File: config.mk
export PLATFORM = sky130hd
export DESIGN_NAME = rf_write_buffer
export DESIGN_NICKNAME = d
export VERILOG_FILES = /design/src/rtl/rf_write_buffer_pkg.sv /design/src/rtl/rf_wbuf_match.sv /design/src/rtl/rf_write_buffer.sv
export SDC_FILE = /design/constraint.sdc
export NUM_CORES = 1
export LEC_CHECK = 0
export CAP_MARGIN = 10
export CORE_MARGIN = 5
export CORE_UTILIZATION = 35
export DETAILED_ROUTE_END_ITERATION = 8
export PLACE_DENSITY_LB_ADDON = 0.15
export REMOVE_ABC_BUFFERS = 1
export SLEW_MARGIN = 20
export SYNTH_ARGS = -nofsm -noshare
export SYNTH_HDL_FRONTEND = slang
export SYNTH_SLANG_ARGS = --single-unit
File: constraint.sdc
create_clock -name clk_i -period 3.47 [get_ports clk_i]
set_clock_uncertainty 0.05 [all_clocks]
set_input_delay 1.041 -clock clk_i [delete_from_list [all_inputs] [get_ports clk_i]]
set_output_delay 1.041 -clock clk_i [all_outputs]
set_load 0.02 [all_outputs]
File: src/rtl/rf_write_buffer_pkg.sv
// Shared definitions for the register-file write buffer.
// RF_WBUF_DEPTH sets the default queue depth (power of two, >= 2).
// RF_WBUF_FWD_EN (optional) adds the decode-side forwarding lookup ports.
`ifndef RF_WBUF_DEPTH
`define RF_WBUF_DEPTH 4
`endif

package rf_write_buffer_pkg;

    localparam int unsigned DEF_DEPTH      = `RF_WBUF_DEPTH;
    localparam int unsigned DEF_DATA_WIDTH = 32;
    localparam int unsigned DEF_ADDR_WIDTH = 5;

    // Queue activity on a given edge: bit0 = enqueue, bit1 = dequeue.
    typedef enum logic [1:0] {
        OP_HOLD = 2'b00,
        OP_PUSH = 2'b01,
        OP_POP  = 2'b10,
        OP_BOTH = 2'b11
    } buf_op_e;

    function automatic buf_op_e buf_op(input logic push, input logic pop);
        return buf_op_e'({pop, push});
    endfunction

endpackage

File: src/rtl/rf_wbuf_match.sv
// Forwarding lookup over the write-buffer storage: reports whether any valid
// entry targets lookup_addr_i and returns the youngest (closest to tail) data.
// Only built when RF_WBUF_FWD_EN is defined; the default build has no lookup.
`ifdef RF_WBUF_FWD_EN
module rf_wbuf_match #(
    parameter int unsigned DEPTH      = 4,
    parameter int unsigned DATA_WIDTH = 32,
    parameter int unsigned ADDR_WIDTH = 5,
    parameter int unsigned PTR_W      = $clog2(DEPTH)
) (
    input  logic [DEPTH-1:0][ADDR_WIDTH-1:0] entry_addr_i,
    input  logic [DEPTH-1:0][DATA_WIDTH-1:0] entry_data_i,
    input  logic [DEPTH-1:0]                 valid_i,
    input  logic [PTR_W-1:0]                 head_i,
    input  logic [ADDR_WIDTH-1:0]            lookup_addr_i,
    output logic                             hit_o,
    output logic [DATA_WIDTH-1:0]            data_o
);

    logic [PTR_W-1:0] idx;

    // Walk from oldest to youngest so the last match seen is the youngest one.
    always_comb begin
        hit_o  = 1'b0;
        data_o = '0;
        idx    = '0;
        for (int k = 0; k < int'(DEPTH); k++) begin
            idx = head_i + PTR_W'(k);
            if (valid_i[idx] && (entry_addr_i[idx] == lookup_addr_i) &&
                (lookup_addr_i != '0)) begin
                hit_o  = 1'b1;
                data_o = entry_data_i[idx];
            end
        end
    end

endmodule
`endif

File: src/rtl/rf_write_buffer.sv
// In-order writeback queue in front of the 32x32 register file write port.
// Drains one entry per cycle, holding off while decode reads the file.
// Writes to register 0 complete the handshake but are dropped.
// Optional: RF_WBUF_FWD_EN adds two forwarding lookups (fwd_*) for decode.
module rf_write_buffer
    import rf_write_buffer_pkg::*;
#(
    parameter int unsigned DEPTH      = DEF_DEPTH,
    parameter int unsigned DATA_WIDTH = DEF_DATA_WIDTH,
    parameter int unsigned ADDR_WIDTH = DEF_ADDR_WIDTH
) (
    input  logic                       clk_i,
    input  logic                       rst_ni,
    input  logic                       in_valid_i,
    output logic                       in_ready_o,
    input  logic [ADDR_WIDTH-1:0]      in_addr_i,
    input  logic [DATA_WIDTH-1:0]      in_data_i,
    input  logic                       rf_read_i,
    output logic                       rf_write_o,
    output logic [ADDR_WIDTH-1:0]      rf_addr_w_o,
    output logic [DATA_WIDTH-1:0]      rf_data_w_o,
    output logic [$clog2(DEPTH+1)-1:0] count_o,
    output logic                       empty_o,
    output logic                       full_o
`ifdef RF_WBUF_FWD_EN
    ,
    input  logic [ADDR_WIDTH-1:0]      fwd_addr1_i,
    input  logic [ADDR_WIDTH-1:0]      fwd_addr2_i,
    output logic                       fwd_hit1_o,
    output logic                       fwd_hit2_o,
    output logic [DATA_WIDTH-1:0]      fwd_data1_o,
    output logic [DATA_WIDTH-1:0]      fwd_data2_o
`endif
);

    localparam int unsigned PTR_W = $clog2(DEPTH);
    localparam int unsigned CNT_W = $clog2(DEPTH + 1);
    localparam logic [PTR_W-1:0] PTR_ONE = PTR_W'(1);
    localparam logic [CNT_W-1:0] CNT_ONE = CNT_W'(1);
    localparam logic [CNT_W-1:0] CNT_FULL = CNT_W'(DEPTH);

    logic [DEPTH-1:0][ADDR_WIDTH-1:0] addr_q;
    logic [DEPTH-1:0][DATA_WIDTH-1:0] data_q;
    logic [PTR_W-1:0] head_q, head_d;
    logic [PTR_W-1:0] tail_q, tail_d;
    logic [CNT_W-1:0] count_q, count_d;

    logic    push;
    logic    enq;
    logic    pop;
    buf_op_e op;

    // Status comes from the occupancy count; head==tail is ambiguous.
    assign empty_o    = (count_q == '0);
    assign full_o     = (count_q == CNT_FULL);
    assign count_o    = count_q;
    assign in_ready_o = !full_o;

    assign push = in_valid_i & in_ready_o;
    assign enq  = push & (in_addr_i != '0);

    assign rf_write_o  = !empty_o & !rf_read_i;
    assign rf_addr_w_o = empty_o ? '0 : addr_q[head_q];
    assign rf_data_w_o = empty_o ? '0 : data_q[head_q];
    assign pop         = rf_write_o;

    // Next pointers and occupancy; pointers wrap naturally at DEPTH.
    always_comb begin
        head_d  = head_q;
        tail_d  = tail_q;
        count_d = count_q;
        op      = buf_op(enq, pop);
        case (op)
            OP_PUSH: begin
                tail_d  = tail_q + PTR_ONE;
                count_d = count_q + CNT_ONE;
            end
            OP_POP: begin
                head_d  = head_q + PTR_ONE;
                count_d = count_q - CNT_ONE;
            end
            OP_BOTH: begin
                tail_d = tail_q + PTR_ONE;
                head_d = head_q + PTR_ONE;
            end
            default: ;
        endcase
    end

    // Pointer and count registers; reset empties the queue immediately.
    always_ff @(posedge clk_i or negedge rst_ni) begin
        if (!rst_ni) begin
            head_q  <= '0;
            tail_q  <= '0;
            count_q <= '0;
        end else begin
            head_q  <= head_d;
            tail_q  <= tail_d;
            count_q <= count_d;
        end
    end

    // Entry storage needs no reset; validity is tracked by the pointers.
    always_ff @(posedge clk_i) begin
        if (enq) begin
            addr_q[tail_q] <= in_addr_i;
            data_q[tail_q] <= in_data_i;
        end
    end

`ifdef RF_WBUF_FWD_EN
    logic [DEPTH-1:0] valid_mask;
    logic [PTR_W-1:0] age;

    // A slot is live when its distance from head is below the occupancy.
    always_comb begin
        valid_mask = '0;
        age        = '0;
        for (int i = 0; i < int'(DEPTH); i++) begin
            age           = PTR_W'(i) - head_q;
            valid_mask[i] = (CNT_W'(age) < count_q);
        end
    end

    rf_wbuf_match #(
        .DEPTH      (DEPTH),
        .DATA_WIDTH (DATA_WIDTH),
        .ADDR_WIDTH (ADDR_WIDTH)
    ) u_match1 (
        .entry_addr_i  (addr_q),
        .entry_data_i  (data_q),
        .valid_i       (valid_mask),
        .head_i        (head_q),
        .lookup_addr_i (fwd_addr1_i),
        .hit_o         (fwd_hit1_o),
        .data_o        (fwd_data1_o)
    );

    rf_wbuf_match #(
        .DEPTH      (DEPTH),
        .DATA_WIDTH (DATA_WIDTH),
        .ADDR_WIDTH (ADDR_WIDTH)
    ) u_match2 (
        .entry_addr_i  (addr_q),
        .entry_data_i  (data_q),
        .valid_i       (valid_mask),
        .head_i        (head_q),
        .lookup_addr_i (fwd_addr2_i),
        .hit_o         (fwd_hit2_o),
        .data_o        (fwd_data2_o)
    );
`endif

endmodule

==> flow_metrics.tcl <==
set metrics [dict create \
    path_class "reg2out" \
    cts_root_buf "clkbuf_16" \
    dieArea_um2 19900 \
    slowest_delay_ns 0.55 \
    clk_latency_ns 0.41 \
    nets 429 \
    clockBufferDepth 2 \
    setup_tns_ns 0 \
    cts_buffers 17 \
    arrival_ns 2.29 \
    final_util_pct 46.6 \
    drc 0 \
    setup_slack_ns 0.0922 \
    endpoint_kind "output port" \
    vias_per_cell 4.63 \
    p_per_area_nw_per_um2 941 \
    n_antenna_cell 0 \
    startpoint_type "register" \
    globalplace.congestion 0.676 \
    synth_compound_area_share_pct 0.353 \
    cp.required_ns 2.38 \
    grt_overflow_total 0 \
    core.rowCount 48 \
    die_x_um 141 \
    start_util_pct 35.2 \
    cap_violations 0 \
    grt_max_degree 29 \
    clock.fmax_mhz 296 \
    htreeDepth 4 \
    routedWlPerCell_um 18.7 \
    grt_pass1_wl_um 17900 \
    cts_sinks 155 \
    muxShareOfSynthArea_pct 14.2 \
    synthCells 273 \
    syn_area_per_cell_um2 22.1 \
    peakVddDrop_mv 0.407 \
    synth_top_family_by_area "multiplexers" \
    wirelength_um 11600 \
    post-place-ws_ns 0.0316 \
    rsz0062_at_grt "false" \
    ys_seq_area_share_pct 76.6 \
    fin_crit_ns 3.38 \
    layout_commonest_cell "edfxtp_1" \
    syn_to_final_growth_pct 32.2 \
    postCtsHoldBufs 0 \
    path_clk_slew_ns 0.06 \
    min_period_over_period_pct 97.3 \
    hold_path_class "reg2reg" \
    pin_count 85 \
    first_iter_violations 91 \
    status "completed" \
    synth_xor_area_share_pct 0.872 \
    synth_top_area_share_pct 73.7 \
    ys_seq_elements 155 \
    grt_pass1_vias 3138 \
    vias 2871 \
    die_h_um 141 \
    synth_top_cell_by_area "edfxtp_1" \
    grt_util_all_layers_pct 12.3 \
    setup_viol 0 \
    slew_headroom_pct 70.4 \
    synthSimpleGateAreaFrac_pct 4.92 \
    portBuffers 84 \
    slew_violations 0 \
    drtAntennaViolNets 0 \
    cp_slowest_cell "clkdlybuf4s50_1" \
    synth_cell_type_count 22 \
    drive_gt1_share_pct 23.8 \
    drt-pass1-iter-count 4 \
    dpl.hpwl_um 7200 \
    synth_area_leaders "edfxtp_1 74%, mux4_2 14%, nor2b_1 3.8%" \
    crit_path_max_fanout 21 \
    final_cell_mix "148 x edfxtp_1, 80 x clkdlybuf4s50_1, 37 x mux4_2, 37 x nor2b_1, 17 x clkbuf_16" \
    syn_area_um2 6030 \
    synth_fa_ha_area_share_pct 1.37 \
    cts_tree "done" \
    core_um2 17100 \
    worstMarginPinSlew_ns 0.444 \
    leakage_nw 2.72 \
    yosysWarnings 0 \
    finalHoldViolCount 0 \
    cp_cell_sequence "buf_12 -> mux4_2 -> nor2b_1 -> clkdlybuf4s50_1" \
    antenna_found_initial 1 \
]
[report_power, final]
group / internal, mW / leakage (nW) / total, mW / switching, mW
sequential: 2.47 / 1.43 / 2.60 / 0.130
combinational: 1.48 / 0.969 / 2.91 / 1.42
clock: 1.28 / 0.312 / 1.99 / 0.709
total: 5.24 / 2.72 / 7.50 / 2.26
[cell type report]
| type | instances | area [um^2] |
|---|---|---|
| Clock buffer | 17 | 425 |
| Clock inverter | 15 | 223 |
| Fill cell | 1444 | 9150 |
| Inverter | 7 | 26.3 |
| Multi-Input combinational cell | 99 | 1320 |
| Sequential cell | 155 | 4620 |
| Tap cell | 225 | 282 |
| Timing Repair Buffer | 102 | 1070 |
[worst max-delay path, delay by kind of cell (launching register included)]
kind / cells / cell delay [ns]
flops: 1 / 0.41
simple gates: 1 / 0.17
buf+inv: 2 / 0.78
mux: 1 / 0.52
[sequential cells by signal, summed over array words and instances (netlist names)]
signal / flops
data_q: 128
addr_q: 20
count_o: 3
head_q: 2
tail_q: 2
[metrics by stage]
step	total power [mW]	instance area, um^2	hold slack, ns	cells
floorplan	4.26	5960	0.485	261
global placement	5.59	7280	0.481	584
detailed placement	5.61	7280	0.505	584
CTS	7.61	7930	0.519	616
global route	7.90	7970	0.540	620
finish	7.50	7970	0.518	620
[layer usage]
metal / up-vias / global-route usage [%] / share of wire [%]
li1: 1314 / - / -
met1: 1468 / 15.6 / 43
met2: 74 / 19.8 / 51
met3: 13 / 4.21 / 5.3
met4: 2 / 4.44 / 1.2
met5: - / 0 / 0.095
[timing repair]
| action | CTS | global route |
|---|---|---|
| setup buffers | 0 | 4 |
| endpoints found under the setup margin | 21 | 8 |
| pin swaps | 0 | 0 |
| gates resized for setup | 1 | 4 |
[cells in the mapped netlist]
library cell / n
and2_2: 4
buf_2: 3
buf_4: 2
buf_6: 2
clkbuf_1: 5
dfrtp_1: 7
edfxtp_1: 148
fa_1: 1
ha_1: 5
inv_1: 7
mux2_4: 1
mux2i_1: 1
mux4_2: 37
nor2_1: 2
nor2b_1: 37
nor3_1: 1
nor3b_1: 1
o311a_4: 1
or3_1: 1
or3b_1: 1
xnor2_1: 2
xor2_1: 4
[kinds of logic (layout without fill, tap and decap cells)]
group                      after synthesis  in the layout
AOI/OAI and AO/OA                        1              1
and+or+nand+nor                         47             47
xor gates and xnor gates                 6              6
buffers and inverters                   19            141
adders and majority gates                6              6
DFF                                    155            155
muxes                                   39             39
[worst paths after layout]
check / slack (ns) / startpoint / end / cells past startpoint
setup / recovery: 0.09 / head_q[0] / rf_data_w_o[20] / 4
hold reg to reg: 0.52 / count_o[2] / count_o[2] / 1
min in group asynchronous: 0.85 / rst_ni / count_o[0] / 1
max in group asynchronous: 2.22 / rst_ni / head_q[1] / 1
setup reg to reg: 1.17 / count_o[0] / count_o[2] / 9
hold / removal: 0.52 / count_o[2] / count_o[2] / 1
Power figures use the tool's default switching activity.
